$ cat config.mk
export PLATFORM = sky130hd
export DESIGN_NAME = ram_delay_ctrl
export DESIGN_NICKNAME = d
export VERILOG_FILES = /design/src/rtl/ram_delay_ctrl.sv
export SDC_FILE = /design/constraint.sdc
export NUM_CORES = 1
export LEC_CHECK = 0
export BUFFER_PORTS_ARGS = -buffer_cell sky130_fd_sc_hd__buf_2
export CAP_MARGIN = 20
export CORE_UTILIZATION = 48
export DETAILED_ROUTE_END_ITERATION = 12
export PLACE_DENSITY = 0.75
export SLEW_MARGIN = 20
export SYNTH_ARGS = -nofsm -noshare
export SYNTH_HDL_FRONTEND = slang
export SYNTH_SLANG_ARGS = --single-unit
$ cat constraint.sdc
create_clock -name clk -period 2.4 [get_ports clk]
set_clock_uncertainty 0.1 [all_clocks]
set_input_delay 0.36 -clock clk [delete_from_list [all_inputs] [get_ports clk]]
set_output_delay 0.36 -clock clk [all_outputs]
set_load 0.005 [all_outputs]
$ cat src/rtl/ram_delay_ctrl.sv
// ram_delay_ctrl
//  Sequences a dual-port RAM (both ports on clk) as a programmable sample
//  delay line. It owns the write/read pointer, the delay-length
//  reconfiguration handshake, priming and output qualification.
//
//  Optional feature macro: RAM_DELAY_CTRL_FLUSH_EN
//   When it is defined, the RAM is zero-filled after every reconfiguration
//   and after reset. The controller then goes straight to RUN, so the first
//   len outputs are valid zeros. When it is undefined, stale RAM contents are
//   hidden only by q_valid=0 while priming.
//
//  Ports
//   clk, rst_n        single clock, synchronous active-low reset
//   wr, d             sample strobe and sample
//   cfg_req, cfg_len  delay-change request (level) and requested length
//   cfg_ack           1-cycle pulse when the new length is in effect
//   busy              high while reconfiguring or flushing; wr is dropped
//   drop              registered pulse, one cycle after a discarded wr
//   ram_raddr         RAM port B address (1-cycle synchronous read -> ram_rdata)
//   ram_we/ram_waddr/ram_wdata  RAM port A write
//   q, q_stb, q_valid delayed sample, update strobe, true-sample qualifier
module ram_delay_ctrl #(
    parameter int P_NBITS_ADDR  = 8,
    parameter int P_NBITS_DATA  = 14,
    parameter int P_DEFAULT_LEN = 16
) (
    input  logic                    clk,
    input  logic                    rst_n,
    input  logic                    wr,
    input  logic [P_NBITS_DATA-1:0] d,
    input  logic                    cfg_req,
    input  logic [P_NBITS_ADDR-1:0] cfg_len,
    output logic                    cfg_ack,
    output logic                    busy,
    output logic                    drop,
    output logic [P_NBITS_ADDR-1:0] ram_raddr,
    input  logic [P_NBITS_DATA-1:0] ram_rdata,
    output logic                    ram_we,
    output logic [P_NBITS_ADDR-1:0] ram_waddr,
    output logic [P_NBITS_DATA-1:0] ram_wdata,
    output logic [P_NBITS_DATA-1:0] q,
    output logic                    q_stb,
    output logic                    q_valid
);
    localparam int AW = P_NBITS_ADDR;
    localparam logic [AW-1:0] LEN_RST = AW'(P_DEFAULT_LEN);
    localparam logic [AW-1:0] LEN_MIN = AW'(2);
    localparam logic [AW-1:0] ONE     = AW'(1);

    typedef enum logic [1:0] {
        ST_PRIME  = 2'd0,
        ST_RUN    = 2'd1,
        ST_RECONF = 2'd2
`ifdef RAM_DELAY_CTRL_FLUSH_EN
        , ST_FLUSH = 2'd3
`endif
    } state_t;

    // A delay shorter than 2 would make the read and the write of one slot
    // meet on the same edge, so short requests are raised to 2.
    function automatic logic [AW-1:0] clamp_len(input logic [AW-1:0] l);
        return (l < LEN_MIN) ? LEN_MIN : l;
    endfunction

    state_t          state, state_nxt;
    logic [AW-1:0]   len, len_nxt;
    logic [AW-1:0]   ptr, ptr_nxt;
    logic [AW-1:0]   prime_cnt, prime_nxt;
    logic [1:0]      drain_cnt, drain_nxt;
    logic            ack_nxt;
    logic            accept;
    logic            flush_we;
    logic            is_busy;
    logic            busy_nxt;
`ifdef RAM_DELAY_CTRL_FLUSH_EN
    logic [AW-1:0]   flush_cnt, flush_nxt;
`endif

    // Pipeline stage 1 (read issued); ram_raddr doubles as this stage's pointer.
    logic                    s1_vld;
    logic                    s1_qv;
    logic [P_NBITS_DATA-1:0] s1_d;
    // Pipeline stage 2 (write issued, read data returning).
    logic                    s2_vld;
    logic                    s2_qv;

    // Decodes the current state into the busy flag.
    always_comb begin
`ifdef RAM_DELAY_CTRL_FLUSH_EN
        is_busy  = (state == ST_RECONF) || (state == ST_FLUSH);
        busy_nxt = (state_nxt == ST_RECONF) || (state_nxt == ST_FLUSH);
`else
        is_busy  = (state == ST_RECONF);
        busy_nxt = (state_nxt == ST_RECONF);
`endif
    end

    // Next-state, pointer and length logic.
    always_comb begin
        state_nxt = state;
        len_nxt   = len;
        ptr_nxt   = ptr;
        prime_nxt = prime_cnt;
        drain_nxt = drain_cnt;
        ack_nxt   = 1'b0;
        accept    = 1'b0;
        flush_we  = 1'b0;
`ifdef RAM_DELAY_CTRL_FLUSH_EN
        flush_nxt = flush_cnt;
`endif
        case (state)
            ST_PRIME: begin
                accept = wr;
                if (wr && (prime_cnt == len - ONE)) begin
                    prime_nxt = '0;
                    state_nxt = ST_RUN;
                end else if (wr) begin
                    prime_nxt = prime_cnt + ONE;
                end else begin
                    prime_nxt = prime_cnt;
                end
                // A simultaneous wr is still taken above under the old length.
                if (cfg_req) begin
                    state_nxt = ST_RECONF;
                    len_nxt   = clamp_len(cfg_len);
                    drain_nxt = 2'd0;
                end else begin
                    len_nxt = len;
                end
            end
            ST_RUN: begin
                accept = wr;
                if (cfg_req) begin
                    state_nxt = ST_RECONF;
                    len_nxt   = clamp_len(cfg_len);
                    drain_nxt = 2'd0;
                end else begin
                    state_nxt = ST_RUN;
                end
            end
            ST_RECONF: begin
                // Three cycles let any accepted sample leave the pipeline.
                if (drain_cnt == 2'd2) begin
                    prime_nxt = '0;
`ifdef RAM_DELAY_CTRL_FLUSH_EN
                    state_nxt = ST_FLUSH;
                    flush_nxt = '0;
`else
                    state_nxt = ST_PRIME;
                    ack_nxt   = 1'b1;
`endif
                end else begin
                    drain_nxt = drain_cnt + 2'd1;
                end
            end
`ifdef RAM_DELAY_CTRL_FLUSH_EN
            ST_FLUSH: begin
                flush_we = 1'b1;
                if (flush_cnt == len - ONE) begin
                    state_nxt = ST_RUN;
                    ack_nxt   = 1'b1;
                end else begin
                    flush_nxt = flush_cnt + ONE;
                end
            end
`endif
            default: begin
                state_nxt = ST_PRIME;
            end
        endcase
        if (accept) begin
            ptr_nxt = (ptr == len - ONE) ? '0 : ptr + ONE;
        end else if (ack_nxt || (state == ST_RECONF)) begin
            ptr_nxt = '0;
        end else begin
            ptr_nxt = ptr;
        end
    end

    // Control state register.
    always_ff @(posedge clk) begin
        if (!rst_n) begin
            len       <= LEN_RST;
            ptr       <= '0;
            prime_cnt <= '0;
            drain_cnt <= 2'd0;
            cfg_ack   <= 1'b0;
            drop      <= 1'b0;
`ifdef RAM_DELAY_CTRL_FLUSH_EN
            state     <= ST_FLUSH;
            flush_cnt <= '0;
            busy      <= 1'b1;
`else
            state     <= ST_PRIME;
            busy      <= 1'b0;
`endif
        end else begin
            state     <= state_nxt;
            len       <= len_nxt;
            ptr       <= ptr_nxt;
            prime_cnt <= prime_nxt;
            drain_cnt <= drain_nxt;
            cfg_ack   <= ack_nxt;
            busy      <= busy_nxt;
            drop      <= wr && is_busy;
`ifdef RAM_DELAY_CTRL_FLUSH_EN
            flush_cnt <= flush_nxt;
`endif
        end
    end

    // Sample pipeline: read the old slot, then overwrite it, then present q.
    always_ff @(posedge clk) begin
        if (!rst_n) begin
            s1_vld    <= 1'b0;
            s1_qv     <= 1'b0;
            s1_d      <= '0;
            ram_raddr <= '0;
            s2_vld    <= 1'b0;
            s2_qv     <= 1'b0;
            ram_we    <= 1'b0;
            ram_waddr <= '0;
            ram_wdata <= '0;
            q         <= '0;
            q_stb     <= 1'b0;
            q_valid   <= 1'b0;
        end else begin
            s1_vld <= accept;
            s1_qv  <= (state == ST_RUN);
            if (accept) begin
                ram_raddr <= ptr;
                s1_d      <= d;
            end else begin
                ram_raddr <= ram_raddr;
                s1_d      <= s1_d;
            end
            s2_vld    <= s1_vld;
            s2_qv     <= s1_qv;
            ram_we    <= s1_vld || flush_we;
`ifdef RAM_DELAY_CTRL_FLUSH_EN
            ram_waddr <= flush_we ? flush_cnt : ram_raddr;
`else
            ram_waddr <= ram_raddr;
`endif
            ram_wdata <= flush_we ? '0 : s1_d;
            q_stb     <= s2_vld;
            q_valid   <= s2_vld && s2_qv;
            if (s2_vld) begin
                q <= ram_rdata;
            end else begin
                q <= q;
            end
        end
    end
endmodule

## Yosys cells after proc, flatten, opt, wreduce, memory -nomap -nowiden

Index checks and enable logic that the tools add are counted.

| storage, ports and cells | value |
|---|---|
| bits in registers | 95 |
| output and inout port bits | 50 |
| input bits | 40 |
| logic and storage cells | 65 |

| operators by class | value |
|---|---|
| $lt $le $gt $ge | 1 |
| eq/ne operators | 10 |
| reductions and logical operators | 12 |
| mux-type cells | 19 |
| add/sub/neg operators | 4 |

Operator list:

| cell | number |
|---|---|
| 8-bit 2-to-1 mux | 7 |
| 8-bit by 1-bit adder with 8-bit output, second input constant | 2 |
| 8-bit equality test | 2 |
| 8-bit case mux with 2 select lines | 1 |
| 2-bit 2-to-1 mux | 6 |
| 8-bit by 2-bit < comparator with 1-bit output, second input constant | 1 |
| 8-bit by 1-bit subtractor with 8-bit output, second input constant | 1 |
| 2-bit equality test, second input constant | 3 |
| 2-bit case mux with 3 select lines | 1 |
| 3-bit AND reduction | 2 |
| 2-bit nonzero test | 3 |
| 2-bit by 1-bit != test with 1-bit output, second input constant | 2 |
| 2-bit case mux with 2 select lines | 1 |
| 1-bit logical AND | 3 |
| 1-bit 2-to-1 mux | 3 |
| 3-bit != test, second input constant | 1 |
| 2-bit by 1-bit adder with 2-bit output, second input constant | 1 |
| 2-bit by 1-bit equality test with 1-bit output, second input constant | 1 |
| 2-bit zero test | 1 |
| 2-bit != test, second input constant | 1 |
| 2-bit AND reduction | 1 |
| 2-bit OR reduction | 1 |
| 1-bit logical OR | 1 |

## Depth between registers and ports, before layout

| depth | value |
|---|---|
| depth after elaboration | 7 |
| mapped depth | 10 |
| mapped depth without buffers | 8 |

## Least setup slack after synthesis

OpenSTA, ideal clock, no wires.

| timing path | value |
|---|---|
| kind | reg-to-reg |
| start | register len[0] |
| end | register prime_cnt[6] |
| required time | 2.180 ns |
| slack | -0.153 ns |
| setup time | 0.120 ns |
| arrival time | 2.333 ns |
| path buffers | 2 |
| cell stages (with the launch flop) | 11 |
| cells stage by stage | dfxtp_1 inv_1 ha_1 clkbuf_1 o21ba_2 a221oi_1 o22ai_1 o41ai_4 buf_6 nor2_2 a211o_1 |

| on the way | value |
|---|---|
| word-level cells in the longest chain between the ends | 5 |
| elaborated cells between the ends (all ways) | 7 |
| those cells by class | 1 x add/sub; 2 x eq/ne; 2 x mux; 2 x reduce/logical |

Ends and longest elaborated chain:

| what | RTL line | RTL |
|---|---|---|
| start, declared | 66 | `logic [AW-1:0] len, len_nxt;` |
| start signal, assigned | 199 | `len <= len_nxt;` |
| 8-bit by 1-bit subtractor with 8-bit output * | 114 | `if (wr && (prime_cnt == len - ONE)) begin` |
| 8-bit equality test * | 114 |  |
| 1-bit logical AND * | 114 |  |
| 3-bit != test (no line) or 8-bit 2-to-1 mux (tied branches) | - |  |
| 3-bit AND reduction (no line) or 8-bit case mux with 2 select lines (tied branches) | - |  |
| end signal, assigned | 201 | `prime_cnt <= prime_nxt;` |
| end, declared | 68 | `logic [AW-1:0] prime_cnt, prime_nxt;` |

Every way passes the cells marked *; elsewhere a longest branch is shown, timed or not.
A chain may end at the register's enable or synchronous reset.

## Worst setup path in the final report

| timing path | value |
|---|---|
| start | register len[0] |
| end | register prime_cnt[4] |

Same word-level chain as after synthesis.

==> impl_metrics.tcl <==
set metrics [dict create \
    syn_area_per_cell_sq_um 10.3 \
    r2r-start "len[0]" \
    synth_flop_cell "dfxtp_1" \
    cp_slowest_stage_delay_ps 400 \
    cts-root-buf "clkbuf_8" \
    worst-setup-path-type "register to register" \
    clkTransAtPathRegs_ps 100 \
    cp.required_ps 2560 \
    cts_buffer_depth 2 \
    grt_antenna_before_repair 0 \
    slew_viol_final 0 \
    fin_nets 504 \
    crit_arrival_ps 2490 \
    cts_tree "yes" \
    antenna_cells 0 \
    peakVddDrop_uv 454 \
    rsz0062_at_grt "false" \
    syn2layout_area_growth_pct 23.2 \
    syn-instance-count 361 \
    drc 0 \
    seq_area_frac_synth_pct 51.3 \
    synth_area_sq_um 3710 \
    path_max_fanout 6 \
    setup_tns_ps 0 \
    avgRoutedWirePerCell_microns 13.6 \
    clk_latency_ps 350 \
    path_cells "inv_2 -> ha_4 -> xor2_1 -> nand2_1 -> or3_4 -> o41ai_4 -> buf_2 -> o21bai_1 -> a21o_1" \
    r2r-end "prime_cnt[4]" \
    postRouteAntennaNets 0 \
    whs_path_depth 2 \
    synth-edff-count 0 \
    grt_use_total_pct 19.7 \
    hold_end "state[0]" \
    grt.overflow.total 0 \
    worst_r2r_path_depth 9 \
    tightestPinTransition_ps 490 \
    dieArea_sq_um 8080 \
    first_iter_violations 119 \
    hp-class "primary input to register" \
    dp.final_hpwl_mm 5.14 \
    grt_pass1_wl_mm 13.1 \
    fmax_ghz 0.429 \
    status "finished clean" \
    holdBufCountCts 0 \
    relSlewSlack_pct 67.3 \
    seqCellArea_sq_um 1910 \
    numCtsBuffers 9 \
    gp_congestion 0.909 \
    die_width_microns 89.9 \
    synth-seq-cells 95 \
    yosysUniqueCellTypes 52 \
    cp-start-kind "register" \
    syn_nets 405 \
    grt_max_degree 62 \
    finalCritPeriodShare_pct 97.1 \
    r2r_slack_ps 70 \
    synth-warning-count 0 \
    multi_input_area_sq_um 1750 \
    boundaryPins 90 \
    setup_viol 0 \
    placed_cells 544 \
    report.final.hold_viol_count 0 \
    vias_per_cell 5.11 \
    drv_cap 0 \
    core_sq_um 7370 \
    first_pass_iters 4 \
    start_util_pct 50.3 \
    drive_above_1_share_pct 31.3 \
    holdCritStartpoint "cfg_req" \
    htreeDepth 3 \
    slowest_stage "or3_4" \
    powerDensity_nw_per_um2 666 \
    io_buffers 89 \
    drt-total-wl_mm 7.63 \
    num-fill-cells 637 \
    power.leakage_nw 2.07 \
    min_period_ps 2330 \
    instances_no_fill 563 \
    cts_sinks 95 \
    num_vias 2876 \
    total_power_mw 3.04 \
    die_y_microns 89.9 \
    grt_pass1_vias 2795 \
    cp-end-kind "register" \
    row_count 31 \
    synthArstFlopShare_pct 0 \
]
## routing by layer
| metal | vias up | GRT usage [%] | wire length, microns |
|---|---|---|---|
| li1 | 1446 | - | - |
| met1 | 1347 | 25.5 | 3630 |
| met3 | 8 | 5.33 | 335 |
| met5 | - | 0 | 0 |
| met4 | 0 | 5.51 | 80 |
| met2 | 75 | 32.5 | 3590 |
## kinds of logic (layout without fill, tap and decap cells)
family                     Yosys count  after routing  synth area share, %
and+or+nand+nor                    135            135                 21.0
DFF                                 95             95                 51.3
muxes                               14             14                 3.78
xor gates and xnor gates            26             26                 6.14
adders and majority gates            4              4                 1.35
AOI/OAI and AO/OA                   60             60                 13.2
buffers and inverters               27            130                 3.34
## sequential cells by signal, summed over array words and instances, names as in the netlist, 2 cells and up
signal     count
ptr            8
len            8
ram_raddr      8
prime_cnt      8
drain_cnt      2
ram_waddr      8
q             14
s1_d          14
state          2
ram_wdata     14
## repair_timing
action	CTS	global route
gates cloned	1	0
buffers inserted	2	1
resized for setup	3	13
pin swaps	3	9
setup endpoints to repair	11	14
## stage by stage
step / instance area (sq um) / hold slack [ps] / util [%] / setup slack [ps]
final: 4570 / 108 / 62.0 / 68.8
after global routing: 4570 / 84.0 / 62.0 / 1.58
after CTS: 4500 / 97.2 / 61.0 / -0.665
after detailed placement: 4300 / 322 / 58.3 / -82.9
after global placement: 4300 / 315 / 58.3 / 2.89
after floorplan: 3710 / 312 / - / 1.54
## synth_stat cells (6+ instances only)
| cell | n | area share [%] |
|---|---|---|
| and3_1 | 8 | 1.3 |
| inv_1 | 6 | 0.61 |
| mux2i_1 | 14 | 3.8 |
| o22a_1 | 21 | 5.0 |
| dfxtp_1 | 95 | 51 |
| and2_1 | 26 | 4.4 |
| xor2_1 | 10 | 2.4 |
| clkbuf_1 | 17 | 1.7 |
| xnor2_1 | 16 | 3.8 |
| nor2_1 | 17 | 1.7 |
| nor2b_1 | 23 | 3.9 |
| nand2_1 | 22 | 2.2 |
## cell type report
| type | count | share of cell area (%) |
|---|---|---|
| multi-input combinational | 239 | 38.2 |
| clock inverter | 6 | 1.01 |
| sequential | 95 | 41.8 |
| tap | 99 | 2.71 |
| timing repair buffer | 109 | 13.1 |
| clock buffer | 9 | 2.71 |
| inverter | 6 | 0.493 |
## power breakdown
part           switching [mW]  internal (mW)  leakage (nW)
sequential             0.0421           1.66         0.779
combinational           0.203          0.206          1.22
clock                   0.555          0.376        0.0753
total                   0.801           2.24          2.07
## placed cells by master, fill, tap and decap left out, types with 2 or more instances in the layout
cell,n
xor2_1,10
nor3b_1,4
nand2_1,22
a21oi_1,4
dfxtp_1,92
dfxtp_2,2
a211o_1,2
ha_1,3
a21o_1,4
o22a_1,21
o21a_1,2
and3_1,8
o21ai_0,5
clkinvlp_4,4
or3_4,3
nand2b_1,3
nor3_1,4
a21boi_0,5
o21bai_1,4
clkbuf_8,9
inv_1,5
mux2i_1,14
buf_4,18
nor2_1,17
buf_2,90
and2_1,26
nand3_1,5
or3_1,3
nand4_1,4
xnor2_1,16
nor2b_1,23
a31oi_1,2
## worst max-delay path by stage
stage	start	endpoint	slack [ps]	cells past startpoint
3_5_place_dp	len[0]	prime_cnt[6]	-80	9
3_3_place_gp	len[0]	prime_cnt[6]	3	9
6_report	len[0]	prime_cnt[4]	70	9
5_1_grt	len[0]	prime_cnt[7]	2	9
4_1_cts	len[0]	prime_cnt[6]	-0.7	9
2_1_floorplan	len[0]	prime_cnt[6]	2	9
## critical path: cells and delay by family, from the launching register on
kind            cells  cell delay [ps]
simple gates        2              480
buf+inv             2              290
fa+ha+maj           1              270
flops               1              370
xor+xnor            1              150
compound gates      3              590
Power figures use the tool's default switching activity.
